===== src/rtl/uart_rx_ctrl.sv =====
// UART receiver sequencing controller: start detection, oversampling/bit counters,
// one-cycle check/shift enables and frame-valid generation.
module uart_rx_ctrl #(
    parameter int PRESCALE_W = 6,
    parameter int DATA_WIDTH = 8
) (
    input  logic                  CLK,
    input  logic                  RST,
    input  logic                  RX_IN,
    input  logic                  PAR_EN,
    input  logic [PRESCALE_W-1:0] Prescale,
    input  logic                  strt_glitch,
    input  logic                  par_err,
    input  logic                  stp_err,
    output logic                  dat_samp_en,
    output logic                  strt_chk_en,
    output logic                  deser_en,
    output logic                  par_chk_en,
    output logic                  stp_chk_en,
    output logic                  data_valid,
    output logic [PRESCALE_W-1:0] edge_cnt,
    output logic [3:0]            bit_cnt
);

    typedef enum logic [2:0] {IDLE, START, DATA, PARITY, STOP} state_t;

    localparam logic [PRESCALE_W-1:0] ONE          = PRESCALE_W'(1);
    localparam logic [PRESCALE_W-1:0] THREE        = PRESCALE_W'(3);
    localparam logic [PRESCALE_W-1:0] MIN_PRESCALE = PRESCALE_W'(8);
    localparam logic [3:0]            LAST_DATA    = 4'(DATA_WIDTH);

    state_t                state;
    logic [PRESCALE_W-1:0] prescale_q;
    logic                  par_en_q;
    logic                  err_flag;

    logic [PRESCALE_W-1:0] half;
    logic [PRESCALE_W-1:0] chk_prep;
    logic [PRESCALE_W-1:0] chk_eval;
    logic [PRESCALE_W-1:0] last_tick;
    logic                  wrap;

    // Enables are registered one tick early (H+1) so they are high exactly while edge_cnt == H+2.
    assign half      = {1'b0, prescale_q[PRESCALE_W-1:1]};
    assign chk_prep  = half + ONE;
    assign chk_eval  = half + THREE;
    assign last_tick = prescale_q - ONE;
    assign wrap      = (edge_cnt == last_tick);

    always_ff @(posedge CLK or negedge RST) begin
        if (!RST) begin
            state       <= IDLE;
            edge_cnt    <= '0;
            bit_cnt     <= '0;
            prescale_q  <= '0;
            par_en_q    <= 1'b0;
            err_flag    <= 1'b0;
            dat_samp_en <= 1'b0;
            strt_chk_en <= 1'b0;
            deser_en    <= 1'b0;
            par_chk_en  <= 1'b0;
            stp_chk_en  <= 1'b0;
            data_valid  <= 1'b0;
        end else begin
            strt_chk_en <= 1'b0;
            deser_en    <= 1'b0;
            par_chk_en  <= 1'b0;
            stp_chk_en  <= 1'b0;
            data_valid  <= 1'b0;

            if (state != IDLE) begin
                if (wrap) begin
                    edge_cnt <= '0;
                    bit_cnt  <= bit_cnt + 4'd1;
                end else begin
                    edge_cnt <= edge_cnt + ONE;
                end
            end

            case (state)
                IDLE: begin
                    edge_cnt <= '0;
                    bit_cnt  <= '0;
                    err_flag <= 1'b0;
                    if (!RX_IN && (Prescale >= MIN_PRESCALE)) begin
                        state       <= START;
                        prescale_q  <= Prescale;
                        par_en_q    <= PAR_EN;
                        dat_samp_en <= 1'b1;
                    end
                end
                START: begin
                    strt_chk_en <= (edge_cnt == chk_prep);
                    // A glitch abort takes priority over the end-of-bit wrap when they coincide.
                    if ((edge_cnt == chk_eval) && strt_glitch) begin
                        state       <= IDLE;
                        dat_samp_en <= 1'b0;
                        edge_cnt    <= '0;
                        bit_cnt     <= '0;
                    end else if (wrap) begin
                        state <= DATA;
                    end
                end
                DATA: begin
                    deser_en <= (edge_cnt == chk_prep);
                    if (wrap && (bit_cnt == LAST_DATA)) begin
                        state <= par_en_q ? PARITY : STOP;
                    end
                end
                PARITY: begin
                    par_chk_en <= (edge_cnt == chk_prep);
                    if (edge_cnt == chk_eval) begin
                        err_flag <= err_flag | par_err;
                    end
                    if (wrap) begin
                        state <= STOP;
                    end
                end
                STOP: begin
                    stp_chk_en <= (edge_cnt == chk_prep);
                    // Leave mid-stop-bit so a start edge right after the stop bit is caught.
                    if (edge_cnt == chk_eval) begin
                        data_valid  <= ~(err_flag | stp_err);
                        state       <= IDLE;
                        dat_samp_en <= 1'b0;
                        edge_cnt    <= '0;
                        bit_cnt     <= '0;
                        err_flag    <= 1'b0;
                    end
                end
                default: begin
                    state <= IDLE;
                end
            endcase
        end
    end

endmodule


===== config.mk =====
export PLATFORM = sky130hd
export DESIGN_NAME = uart_rx_ctrl
export DESIGN_NICKNAME = d
export VERILOG_FILES = /design/src/rtl/uart_rx_ctrl.sv
export SDC_FILE = /design/constraint.sdc
export NUM_CORES = 1
export LEC_CHECK = 0
export CORE_MARGIN = 8
export CORE_UTILIZATION = 48
export DETAILED_ROUTE_END_ITERATION = 8
export GPL_TIMING_DRIVEN = 0
export MAX_ROUTING_LAYER = met4
export PLACE_DENSITY_LB_ADDON = 0.12
export SYNTH_ARGS = -nofsm -noshare
export SYNTH_HDL_FRONTEND = slang
export SYNTH_SLANG_ARGS = --single-unit
export TNS_END_PERCENT = 10

===== constraint.sdc =====
create_clock -name CLK -period 4.2 [get_ports CLK]
set_input_delay 0.84 -clock CLK [delete_from_list [all_inputs] [get_ports CLK]]
set_output_delay 0.84 -clock CLK [all_outputs]
set_load 0.05 [all_outputs]

==> results of run 1 <==
## synth_stat cells (all sizes together)
library cell	count	share of area
a211oi	1	0.0045
a21boi	2	0.0090
a21o	1	0.0045
a21oi	6	0.018
a22o	1	0.0053
a31o	1	0.0053
a31oi	1	0.0038
a41o	1	0.0060
and3	1	0.0038
and4	1	0.0053
buf	6	0.023
clkbuf	2	0.0045
dfrtp	27	0.41
ha	7	0.053
inv	12	0.027
mux2	2	0.014
mux2i	2	0.012
nand2	12	0.027
nand2b	1	0.0038
nand3	3	0.0090
nand3b	2	0.0090
nand4	6	0.026
nand4b	1	0.0053
nor2	19	0.043
nor2b	1	0.0038
nor3	7	0.021
nor3b	1	0.0075
nor4b	2	0.014
o2111ai	1	0.0053
o211ai	2	0.0090
o21a	1	0.0045
o21ai	13	0.039
o22a	1	0.0053
o22ai	2	0.0075
o41ai	1	0.017
or2	1	0.0038
or3	1	0.0038
xnor2	10	0.053
xor2	14	0.078
## cell type report
cell class / instances / share of cell area
multi-input combinational: 129 / 0.4434
sequential: 27 / 0.3340
timing repair buffer: 28 / 0.1361
tap: 46 / 0.02845
buffer: 8 / 0.02226
inverter: 12 / 0.02226
clock buffer: 3 / 0.01113
clock inverter: 1 / 0.002474
## report_power, final
group          switching (mW)  internal (mW)  leakage, nW  total (mW)
Combinational           0.572          0.382        0.499       0.954
Clock                  0.0773         0.0356       0.0177       0.113
Sequential             0.0983          0.347        0.340       0.445
## logic make-up (layout without fill, tap and decap cells)
family                   Yosys count  in the layout
multiplexers                       4              4
flip-flops                        27             27
adder cells (fa/ha/maj)            7              7
AO/OA/AOI/OAI                     35             35
buffers and inverters             20             52
AND/OR/NAND/NOR                   59             59
XOR/XNOR                          24             24
## worst min-delay path by stage
| stage | startpoint | to | slack [ps] | depth (start not counted) |
|---|---|---|---|---|
| after floorplan | err_flag | data_valid | 430 | 1 |
| after global placement | err_flag | data_valid | 460 | 1 |
| after detailed placement | err_flag | data_valid | 460 | 1 |
| after CTS | err_flag | data_valid | 480 | 1 |
| after global routing | err_flag | data_valid | 500 | 1 |
| final | err_flag | data_valid | 490 | 1 |
## state kept, by name, summed over array words and instances, names as in the netlist
signal       count
strt_chk_en      1
err_flag         1
par_chk_en       1
state            3
stp_chk_en       1
bit_cnt          4
edge_cnt         6
prescale_q       6
dat_samp_en      1
deser_en         1
data_valid       1
par_en_q         1
## stage by stage
step           instance area [µm²]  power, mW
2_1_floorplan                 1663      1.155
5_1_grt                       2023      1.628
3_5_place_dp                  2001      1.406
4_1_cts                       2028      1.524
6_report                      2023      1.512
3_3_place_gp                  2001      1.368
## per-layer routing
metal,part of all wire,routed length [µm],vias to the layer above
met5,0,0,-
met4,0.014,53,0
met2,0.46,1703,36
met3,0.054,201,6
met1,0.47,1754,636
li1,-,-,669
==> out/qor.yml, run 1 <==
critical_path:
  cp.required_ps: 3360
  critical_path_depth: 1
  worstSetupPathType: "reg -> out"
  cp.arrival_ps: 1720
  crit_path_start_kind: "register"
  startpoint: "edge_cnt[4]"
  worstPathMaxFanout: 5
  cp_num_buf_inv: 1
  rrSetupSlack_ps: 1640
  r2r_cells: 10
  cp-endpoint: "edge_cnt[4]"
  rr_startpoint: "prescale_q[2]"
  slowest_stage: "clkdlybuf4s50_1"
  crit_family: "buffers and inverters"
  rr_endpoint: "edge_cnt[2]"
  cp_slowest_stage_delay_ps: 870
  worstPathCellList: "clkdlybuf4s50_1"
  endpoint_kind: "output pin"
logic_synthesis:
  ys_seq_elements: 27
  synth_top_family_by_area: "simple AND/OR/NAND/NOR gates"
  synth_cell_types: 43
  avgSynthCellArea_um2: 9.448
  synthAdderAreaFrac: 0.05267
  netlist_area_um2: 1663
  synth-simple-area-share: 0.1866
  synth_compound_area_frac: 0.1437
  synth_nets: 196
  syn-instance-count: 176
  yosysSeqAreaShare: 0.4063
  synth_warnings: 0
  yosys.area_share.xor_xnor: 0.1309
  muxShareOfSynthArea: 0.02558
grt:
  gr-max-usage-layer: "met2"
  overflow: 0
  grt_pass1_vias: 1407
  grt_usage: 0.1466
  antenna_found_initial: 0
  use_met1: 0.1882
  met2_usage: 0.2322
  grt_max_degree: 28
  met3_usage: 0.02264
  grt_pass1_wl_um: 6320
timing:
  report.final.slew_viol_count: 0
  relSlewSlack: 0.6012
  fin_crit_ps: 2560
  max_freq_mhz: 390.7
  post-route-period-util: 0.6094
  rsz0062_at_grt: "no"
  clock_skew_ps: 9.820
  tns_ps: 0
  tightest_slew_ps: 598.2
  finalHoldViolCount: 0
  setup_viol: 0
  holdWs_ps: 486.3
  fin_ws_ps: 1640
clock_network:
  cts_hold_buffers: 0
  cts.clk_slew.worst_paths_ps: 150
  cts_tree: "yes"
  cts_resized: 0
  cts-root-buf: "clkbuf_4"
  cts_buffer_depth: 2
  clk_latency_ps: 320
  cts.sinks: 27
  postCtsSetupBuffers: 0
  htreeDepth: 1
  cts_buffers: 3
floorplan:
  initial_core_util: 0.4983
  die_h_um: 74.86
  ioPinCount: 29
  row_count: 21
  dieArea_um2: 5603
  chipWidth_um: 74.86
  coreArea_um2: 3337
finish:
  multi_input_comb_area_um2: 897.1
  mostFrequentLayoutCells: "dfrtp_1 (27), clkdlybuf4s50_1 (27), nor2_1 (19)"
  layout-drive-gt1-share: 0.09135
  diodes: 0
  nets: 229
  fillers: 317
  area_delta_synth_final_pct: 21.67
  post-route-util: 0.6063
  seq_area_um2: 675.6
  finalNonFillerCells: 254
route:
  wl_per_cell_um: 14.62
  num_vias: 1347
  drt-initial-drc-count: 70
  antenna_left: 0
  vias_per_cell: 5.303
  dr.pass1.iters: 4
  finalWirelength_um: 3713
  drc_errors: 0
placement:
  place_inst: 250
  io_buffers: 28
  place_congestion: 0.8666
  place_ws_ps: 1676
  hpwl_um: 2907
pwr:
  pwr_density_cell_nw_per_um2: 747.5
  peakVddDrop_v: 0.0004050
  p_leak_nw: 0.8572
outcome:
  status: "finished, final reports clean"
min_path:
  hold_path.class: "reg -> reg"
run:
  drv_cap: 0
No activity file was read; power rests on OpenSTA's default activity.
==> inputs of run 2 (changes only) <==
==> constraint.sdc (replaced) <==
create_clock -name CLK -period 2.6 [get_ports CLK]
set_input_delay 0.52 -clock CLK [delete_from_list [all_inputs] [get_ports CLK]]
set_output_delay 0.52 -clock CLK [all_outputs]
set_load 0.05 [all_outputs]
==> run 2 against run 1 <==
Against the previous run: flip-flop and latch count is the same; global-route usage is the same; combinational power grew 59%; via count shrank 0.52%; critical path type is now reg -> reg; critical path depth grew 8.
==> out/qor.yml, run 2 (synthesis results as in run 1) <==
outcome:
  status: "finished, final reports clean"  # unchanged
finish:
  finalNonFillerCells: 253  # was 254
  nets: 228  # was 229
  area_delta_synth_final_pct: 21.44  # was 21.67%
  layout-drive-gt1-share: 0.09179  # was 0.09135
  diodes: 0  # unchanged
  mostFrequentLayoutCells: "dfrtp_1 (27), clkdlybuf4s50_1 (27), nor2_1 (19)"  # unchanged
  top_regs: "edge_cnt x6, prescale_q x6, bit_cnt x4"  # unchanged
pwr:
  p_sw_mw: 1.205  # was 0.7481 mW
  pwr-share-seq: 0.301  # was 0.294
  internal_power_mw: 1.232  # was 0.7642 mW
  p_leak_nw: 0.8560  # was 0.8572 nW
  p_clk_frac: 0.075  # about the same
  swShare: 0.4946  # was 0.4947
  comb_power_share: 0.623  # was 0.631
  pwr_density_cell_nw_per_um2: 1207  # was 747.5 nW/µm²
  p_total_mw: 2.437  # was 1.512 mW
  peakVddDrop_v: 0.0006511  # was 0.0004050 V
clock_network:
  cts_tree: "yes"  # unchanged
  htreeDepth: 1  # unchanged
  cts_buffers: 3  # unchanged
  cts_buffer_depth: 2  # unchanged
  postCtsSetupBuffers: 0  # unchanged
  cts_resized: 0  # unchanged
  clk_latency_ps: 320  # about the same
  cts_hold_buffers: 0  # unchanged
  cts.sinks: 27  # unchanged
  cts.clk_slew.worst_paths_ps: 160  # was 150 ps
  cts-root-buf: "clkbuf_4"  # unchanged
timing:
  fin_ws_ps: 189.8  # was 1640 ps
  setup_viol: 0  # unchanged
  tightest_slew_ps: 608.8  # was 598.2 ps
  holdWs_ps: 176.5  # was 486.3 ps
  relSlewSlack: 0.5941  # was 0.6012
  fin_crit_ps: 2410
  clock_skew_ps: 12.23  # was 9.820 ps
  tns_ps: 0  # unchanged
  report.final.slew_viol_count: 0  # unchanged
  rsz0062_at_grt: "no"  # unchanged
  max_freq_mhz: 414.9
  post-route-period-util: 0.9270
  finalHoldViolCount: 0  # unchanged
grt:
  met2_usage: 0.2322  # unchanged
  met3_usage: 0.02264  # unchanged
  antenna_found_initial: 0  # unchanged
  grt_max_degree: 28  # unchanged
  grt_usage: 0.1466  # unchanged
  grt_pass1_wl_um: 6320  # unchanged
  grt_pass1_vias: 1407  # unchanged
  overflow: 0  # unchanged
  gr-max-usage-layer: "met2"  # unchanged
  use_met1: 0.1882  # unchanged
route:
  finalWirelength_um: 3705  # was 3713 µm
  dr.pass1.iters: 4  # unchanged
  antenna_left: 0  # unchanged
  num_vias: 1340  # was 1,347
  drt-initial-drc-count: 82  # was 70
  drc_errors: 0  # unchanged
  wl_per_cell_um: 14.64  # was 14.62 µm
  vias_per_cell: 5.296  # was 5.303
floorplan:
  initial_core_util: 0.4983  # unchanged
  coreArea_um2: 3337  # unchanged
  dieArea_um2: 5603  # unchanged
  chipWidth_um: 74.86  # unchanged
  die_h_um: 74.86  # unchanged
  ioPinCount: 29  # unchanged
  row_count: 21  # unchanged
critical_path:
  rr_endpoint: "edge_cnt[2]"  # unchanged
  cp.required_ps: 2840  # was 3360 ps
  slowest_stage: "dfrtp_1"  # was clkdlybuf4s50_1
  cp_num_buf_inv: 2  # was 1
  cp_slowest_stage_delay_ps: 540  # was 870 ps
  crit_family: "simple AND/OR/NAND/NOR gates"  # was buffers and inverters
  worstPathCellList: "inv_1 -> ha_1 -> xor2_1 -> nor2b_1 -> nand4_2 -> o41ai_4 -> or2_1 -> buf_4 -> nor2_1"  # was clkdlybuf4s50_1
  worstSetupPathType: "reg -> reg"  # was reg -> out
  endpoint_kind: "register"  # was output pin
  worstPathMaxFanout: 9  # was 5
  rrSetupSlack_ps: 190  # was 1640 ps
  rr_startpoint: "prescale_q[2]"  # unchanged
  cp.arrival_ps: 2650  # was 1720 ps
  crit_path_start_kind: "register"  # unchanged
  r2r_cells: 9  # was 10
min_path:
  hold_path.class: "in -> async"  # was reg -> reg
placement:
  place_ws_ps: 75.69  # was 1676 ps
  hpwl_um: 2907  # unchanged
  io_buffers: 28  # unchanged
  place_congestion: 0.8666  # unchanged
  place_inst: 250  # unchanged
run:
  drv_cap: 0  # unchanged
## run 2: cell count changes in the layout (fill, tap and decap cells not counted)
cell / delta
clkbuf_1: -1
## run 2: layer usage
metal	part of all wire	routed length, µm	vias up
met2	0.46	1706	35
met5	0	0	-
met3	0.052	194	6
met4	0.014	53	0
li1	-	-	668
met1	0.47	1752	631
## run 2: power groups by stage
| stage | clock network [mW] | registers (mW) | logic, mW |
|---|---|---|---|
| after global routing | 0.203 | 0.758 | 1.66 |
| after CTS | 0.189 | 0.719 | 1.55 |
| after floorplan | 0 | 0.950 | 0.916 |
| after global placement | 0 | 0.722 | 1.49 |
| after detailed placement | 0 | 0.728 | 1.54 |
| final | 0.184 | 0.734 | 1.52 |
## run 2: final cells by class
| cell class | count | area, µm² |
|---|---|---|
| fillers | 317 | 1318 |
| plain buffers | 7 | 41.29 |
| flip-flops and latches | 27 | 675.6 |
| inverters | 12 | 45.04 |
| well taps | 46 | 57.56 |
| repair buffers | 28 | 275.3 |
| multi-input cells | 129 | 897.1 |
| clock buffers | 3 | 22.52 |
| clock inverters | 1 | 5.005 |
## run 2: how the worst max path moves through the flow
stage | start | end | slack [ps] | cells after the start
final | prescale_q[2] | edge_cnt[2] | 190 | 9
after global routing | prescale_q[2] | edge_cnt[0] | 30 | 9
after CTS | prescale_q[2] | edge_cnt[2] | 40 | 10
after detailed placement | prescale_q[2] | edge_cnt[2] | 80 | 10
after global placement | prescale_q[2] | edge_cnt[0] | 110 | 10
after floorplan | prescale_q[2] | edge_cnt[0] | 390 | 10
## run 2: metrics by stage
stage	cell area, µm²	utilization
4_1_cts	2028	0.6078
3_3_place_gp	2001	0.5996
5_1_grt	2019	0.6052
2_1_floorplan	1663	-
3_5_place_dp	2001	0.5996
6_report	2019	0.6052
## run 2: worst register-to-register path, stage by stage, from the launching register on
cell and delay, ps:
dfrtp_1 540, inv_1 130, ha_1 300, xor2_1 190
nor2b_1 200, nand4_2 150, o41ai_4 440, or2_1 170
buf_4 140, nor2_1 50
==> inputs of run 3 (changes only) <==
--- a/config.mk
+++ b/config.mk
@@ -5,12 +5,15 @@
 export SDC_FILE = /design/constraint.sdc
 export NUM_CORES = 1
 export LEC_CHECK = 0
+export ABC_AREA = 1
+export ABC_CLOCK_PERIOD_IN_PS = 2600
 export CORE_MARGIN = 8
 export CORE_UTILIZATION = 48
 export DETAILED_ROUTE_END_ITERATION = 8
 export GPL_TIMING_DRIVEN = 0
 export MAX_ROUTING_LAYER = met4
 export PLACE_DENSITY_LB_ADDON = 0.12
+export SKIP_LAST_GASP = 1
 export SYNTH_ARGS = -nofsm -noshare
 export SYNTH_HDL_FRONTEND = slang
 export SYNTH_SLANG_ARGS = --single-unit
==> run 3 against run 2 <==
Against the previous run: worst hold slack gained 72 ps; via count is 24% higher; final cell count up 32%; cell area up 11%; clock skew down 3.9 ps; synthesized cell count is 44% higher; global-route usage fell by 0.18 points; flip-flop and latch count did not move; clock power up 29%; setup slack improved by 260 ps; combinational power up 3%; largest cell class unchanged; highest routed layer unchanged.
==> out/qor.yml, run 3 <==
outcome:
  status: "finished, final reports clean"  # unchanged
clock_network:
  cts_buffer_depth: 2  # unchanged
  cts.sinks: 27  # unchanged
  cts-root-buf: "clkbuf_8"  # was clkbuf_4
  cts_hold_buffers: 0  # unchanged
  cts.clk_slew.worst_paths_ps: 90  # was 160 ps
  cts_buffers: 3  # unchanged
  clk_latency_ps: 270  # was 320 ps
  postCtsSetupBuffers: 0  # unchanged
  cts_resized: 0  # unchanged
  htreeDepth: 1  # unchanged
  cts_tree: "yes"  # unchanged
logic_synthesis:
  synth_area_leaders: "dfrtp_1 (36%), nand2_1 (15%), inv_1 (5.2%)"  # was dfrtp_1 (41%), xor2_1 (6.8%), ha_1 (5.3%)
  synth_warnings: 0  # unchanged
  syn-instance-count: 254  # was 176
  yosysTopAreaCellShare: 0.3622  # was 0.4063
  synth.most_common_cell: "nand2_1"  # was dfrtp_1
  yosysTopAreaCell: "dfrtp_1"  # unchanged
  synth_edf_count: 0  # unchanged
  netlist_area_um2: 1866  # was 1663 µm²
  synth_nets: 274  # was 196
  synth_cell_types: 31  # was 43
  avgSynthCellArea_um2: 7.345  # was 9.448 µm²
  ys_seq_elements: 27  # unchanged
  yosys-top-cells-count: "nand2_1 (75), dfrtp_1 (27), inv_1 (26)"  # was dfrtp_1 (27), nor2_1 (19), o21ai_0 (13), xor2_1 (13)
  yosysSeqAreaShare: 0.3622  # was 0.4063
  ys.flop_type: "dfrtp_1"  # unchanged
  async_reset_ff_frac: 1.000  # unchanged
timing:
  fin_ws_ps: 453.4  # was 189.8 ps
  relSlewSlack: 0.5954  # was 0.5941
  fin_crit_ps: 2147  # was 2410 ps
  finalHoldViolCount: 0  # unchanged
  max_freq_mhz: 465.9  # was 414.9 MHz
  tightest_slew_ps: 607.0  # was 608.8 ps
  clock_skew_ps: 8.313  # was 12.23 ps
  rsz0062_at_grt: "no"  # unchanged
  tns_ps: 0  # unchanged
  report.final.slew_viol_count: 0  # unchanged
  post-route-period-util: 0.8256  # was 0.9270
  setup_viol: 0  # unchanged
min_path:
  hold_path.class: "in -> async"  # unchanged
floorplan:
  row_count: 22  # was 21
  die_h_um: 78.34  # was 74.86 µm
  initial_core_util: 0.5058  # was 0.4983
  dieArea_um2: 6137  # was 5603 µm²
  chipWidth_um: 78.34  # was 74.86 µm
  coreArea_um2: 3689  # was 3337 µm²
  ioPinCount: 29  # unchanged
critical_path:
  cp_num_buf_inv: 1  # was 2
  cp_slowest_stage_delay_ps: 870  # was 540 ps
  cp.required_ps: 2080  # was 2840 ps
  crit_path_start_kind: "register"  # unchanged
  rr_startpoint: "prescale_q[1]"  # was prescale_q[2]
  worstPathCellList: "clkdlybuf4s50_1"  # was inv_1 -> ha_1 -> xor2_1 -> nor2b_1 -> nand4_2 -> o41ai_4 -> or2_1 -> buf_4 -> nor2_1
  rr_endpoint: "bit_cnt[2]"  # was edge_cnt[2]
  endpoint_kind: "output pin"  # was register
  slowest_stage: "clkdlybuf4s50_1"  # was dfrtp_1
  crit_family: "buffers and inverters"  # was simple AND/OR/NAND/NOR gates
  worstSetupPathType: "reg -> out"  # was reg -> reg
  worstPathMaxFanout: 6  # was 9
  rrSetupSlack_ps: 460  # was 190 ps
  cp.arrival_ps: 1630  # was 2650 ps
  r2r_cells: 12  # was 9
finish:
  diodes: 0  # unchanged
  nets: 307  # was 228
  top_regs: "edge_cnt x6, prescale_q x6, bit_cnt x4"  # unchanged
  finalNonFillerCells: 334  # was 253
  area_delta_synth_final_pct: 20.39  # was 21.44%
  final_common_cell: "nand2_1"
  final_cell_area_um2: 2246  # was 2019 µm²
  mostFrequentLayoutCells: "nand2_1 (75), dfrtp_1 (27), clkdlybuf4s50_1 (27)"  # was dfrtp_1 (27), clkdlybuf4s50_1 (27), nor2_1 (19)
  layout-drive-gt1-share: 0.1399  # was 0.09179
grt:
  antenna_found_initial: 0  # unchanged
  grt_pass1_wl_um: 7203  # was 6320 µm
  grt_pass1_vias: 1636  # was 1,407
  grt_max_degree: 28  # unchanged
  overflow: 0  # unchanged
  grt_usage: 0.1448  # was 0.1466
placement:
  dpl_cell_area_um2: 2206  # was 2001 µm²
  place_inst: 330  # was 250
  place_ws_ps: 466.9  # was 75.69 ps
  hpwl_um: 3205  # was 2907 µm
  io_buffers: 28  # unchanged
  place_congestion: 0.9054  # was 0.8666
route:
  num_vias: 1656  # was 1,340
  vias_per_cell: 4.958  # was 5.296
  drt-initial-drc-count: 90  # was 82
  antenna_left: 0  # unchanged
  wl_per_cell_um: 12.23  # was 14.64 µm
  finalWirelength_um: 4085  # was 3705 µm
  drc_errors: 0  # unchanged
  dr.pass1.iters: 4  # unchanged
pwr:
  peakVddDrop_v: 0.0006629  # was 0.0006511 V
  internal_power_mw: 1.199  # was 1.232 mW
  comb_power_share: 0.627  # was 0.623
  p_clk_frac: 0.096  # was 0.075
  p_leak_nw: 1.103  # was 0.8560 nW
  p_total_mw: 2.491  # was 2.437 mW
  pwr-share-seq: 0.277  # was 0.301
  swShare: 0.5186  # was 0.4946
  p_sw_mw: 1.292  # was 1.205 mW
  pwr_density_cell_nw_per_um2: 1109  # was 1207 nW/µm²
run:
  drv_cap: 0  # unchanged
[run 3: changes by cell type after synthesis, moves of 3 or more]
cell and delta:
nand2_1 +63, inv_1 +14, nand3_1 +13, nor2_2 +11
o21ai_0 -7, xnor2_1 -6, inv_2 +5, nand2_2 +4
nand3_2 +4, xor2_1 -4, a21oi_1 +3, o21ai_1 +3
[run 3: stage by stage]
stage / hold slack [ps] / utilization
floorplan: 224.4 / -
global placement: 429.7 / 0.5980
detailed placement: 440.0 / 0.5980
CTS: 452.6 / 0.6102
global route: 304.8 / 0.6089
finish: 248.6 / 0.6089
[run 3: per-layer routing]
metal	wire length (µm)	up-vias	GRT usage
li1	-	861	-
met2	1824	32	0.2237
met4	22	0	0.02778
met5	0	-	-
met1	2046	761	0.1884
met3	192	2	0.03531
[run 3: worst max-delay path by stage]
stage / startpoint / endpoint / slack, ps / depth (start not counted)
finish: edge_cnt[1] / edge_cnt[1] / 450 / 1
global route: prescale_q[1] / bit_cnt[2] / 240 / 12
CTS: edge_cnt[0] / edge_cnt[0] / 440 / 1
detailed placement: prescale_q[1] / edge_cnt[3] / 470 / 12
global placement: prescale_q[1] / bit_cnt[2] / 480 / 12
floorplan: prescale_q[1] / bit_cnt[2] / 790 / 12
[run 3: layout make-up]
cell class              count  area, µm²
repair buffers             28      275.3
plain buffers               4      28.78
flip-flops and latches     27      675.6
inverters                  33      131.4
clock buffers               4      45.04
multi-input cells         190       1030
fillers                   340       1443
well taps                  48      60.06
[run 3: kinds of logic (layout without fill, tap and decap cells)]
family                     Yosys count  count (layout)  share of synthesized area
and+or+nand+nor                    148             148                     0.3783
buffers and inverters               37              69                    0.08585
DFF                                 27              27                     0.3622
AOI/OAI and AO/OA                   21              21                    0.05969
xor gates and xnor gates            13              13                    0.06103
adders and majority gates            7               7                    0.04695
muxes                                1               1                   0.006036
[run 3: power groups by stage]
stage | Clock [mW] | Combinational, mW | Sequential, mW
after floorplan | 0 | 1.09 | 0.805
after global routing | 0.260 | 1.77 | 0.711
final | 0.238 | 1.56 | 0.690
after CTS | 0.246 | 1.57 | 0.687
after detailed placement | 0 | 1.56 | 0.695
after global placement | 0 | 1.54 | 0.694
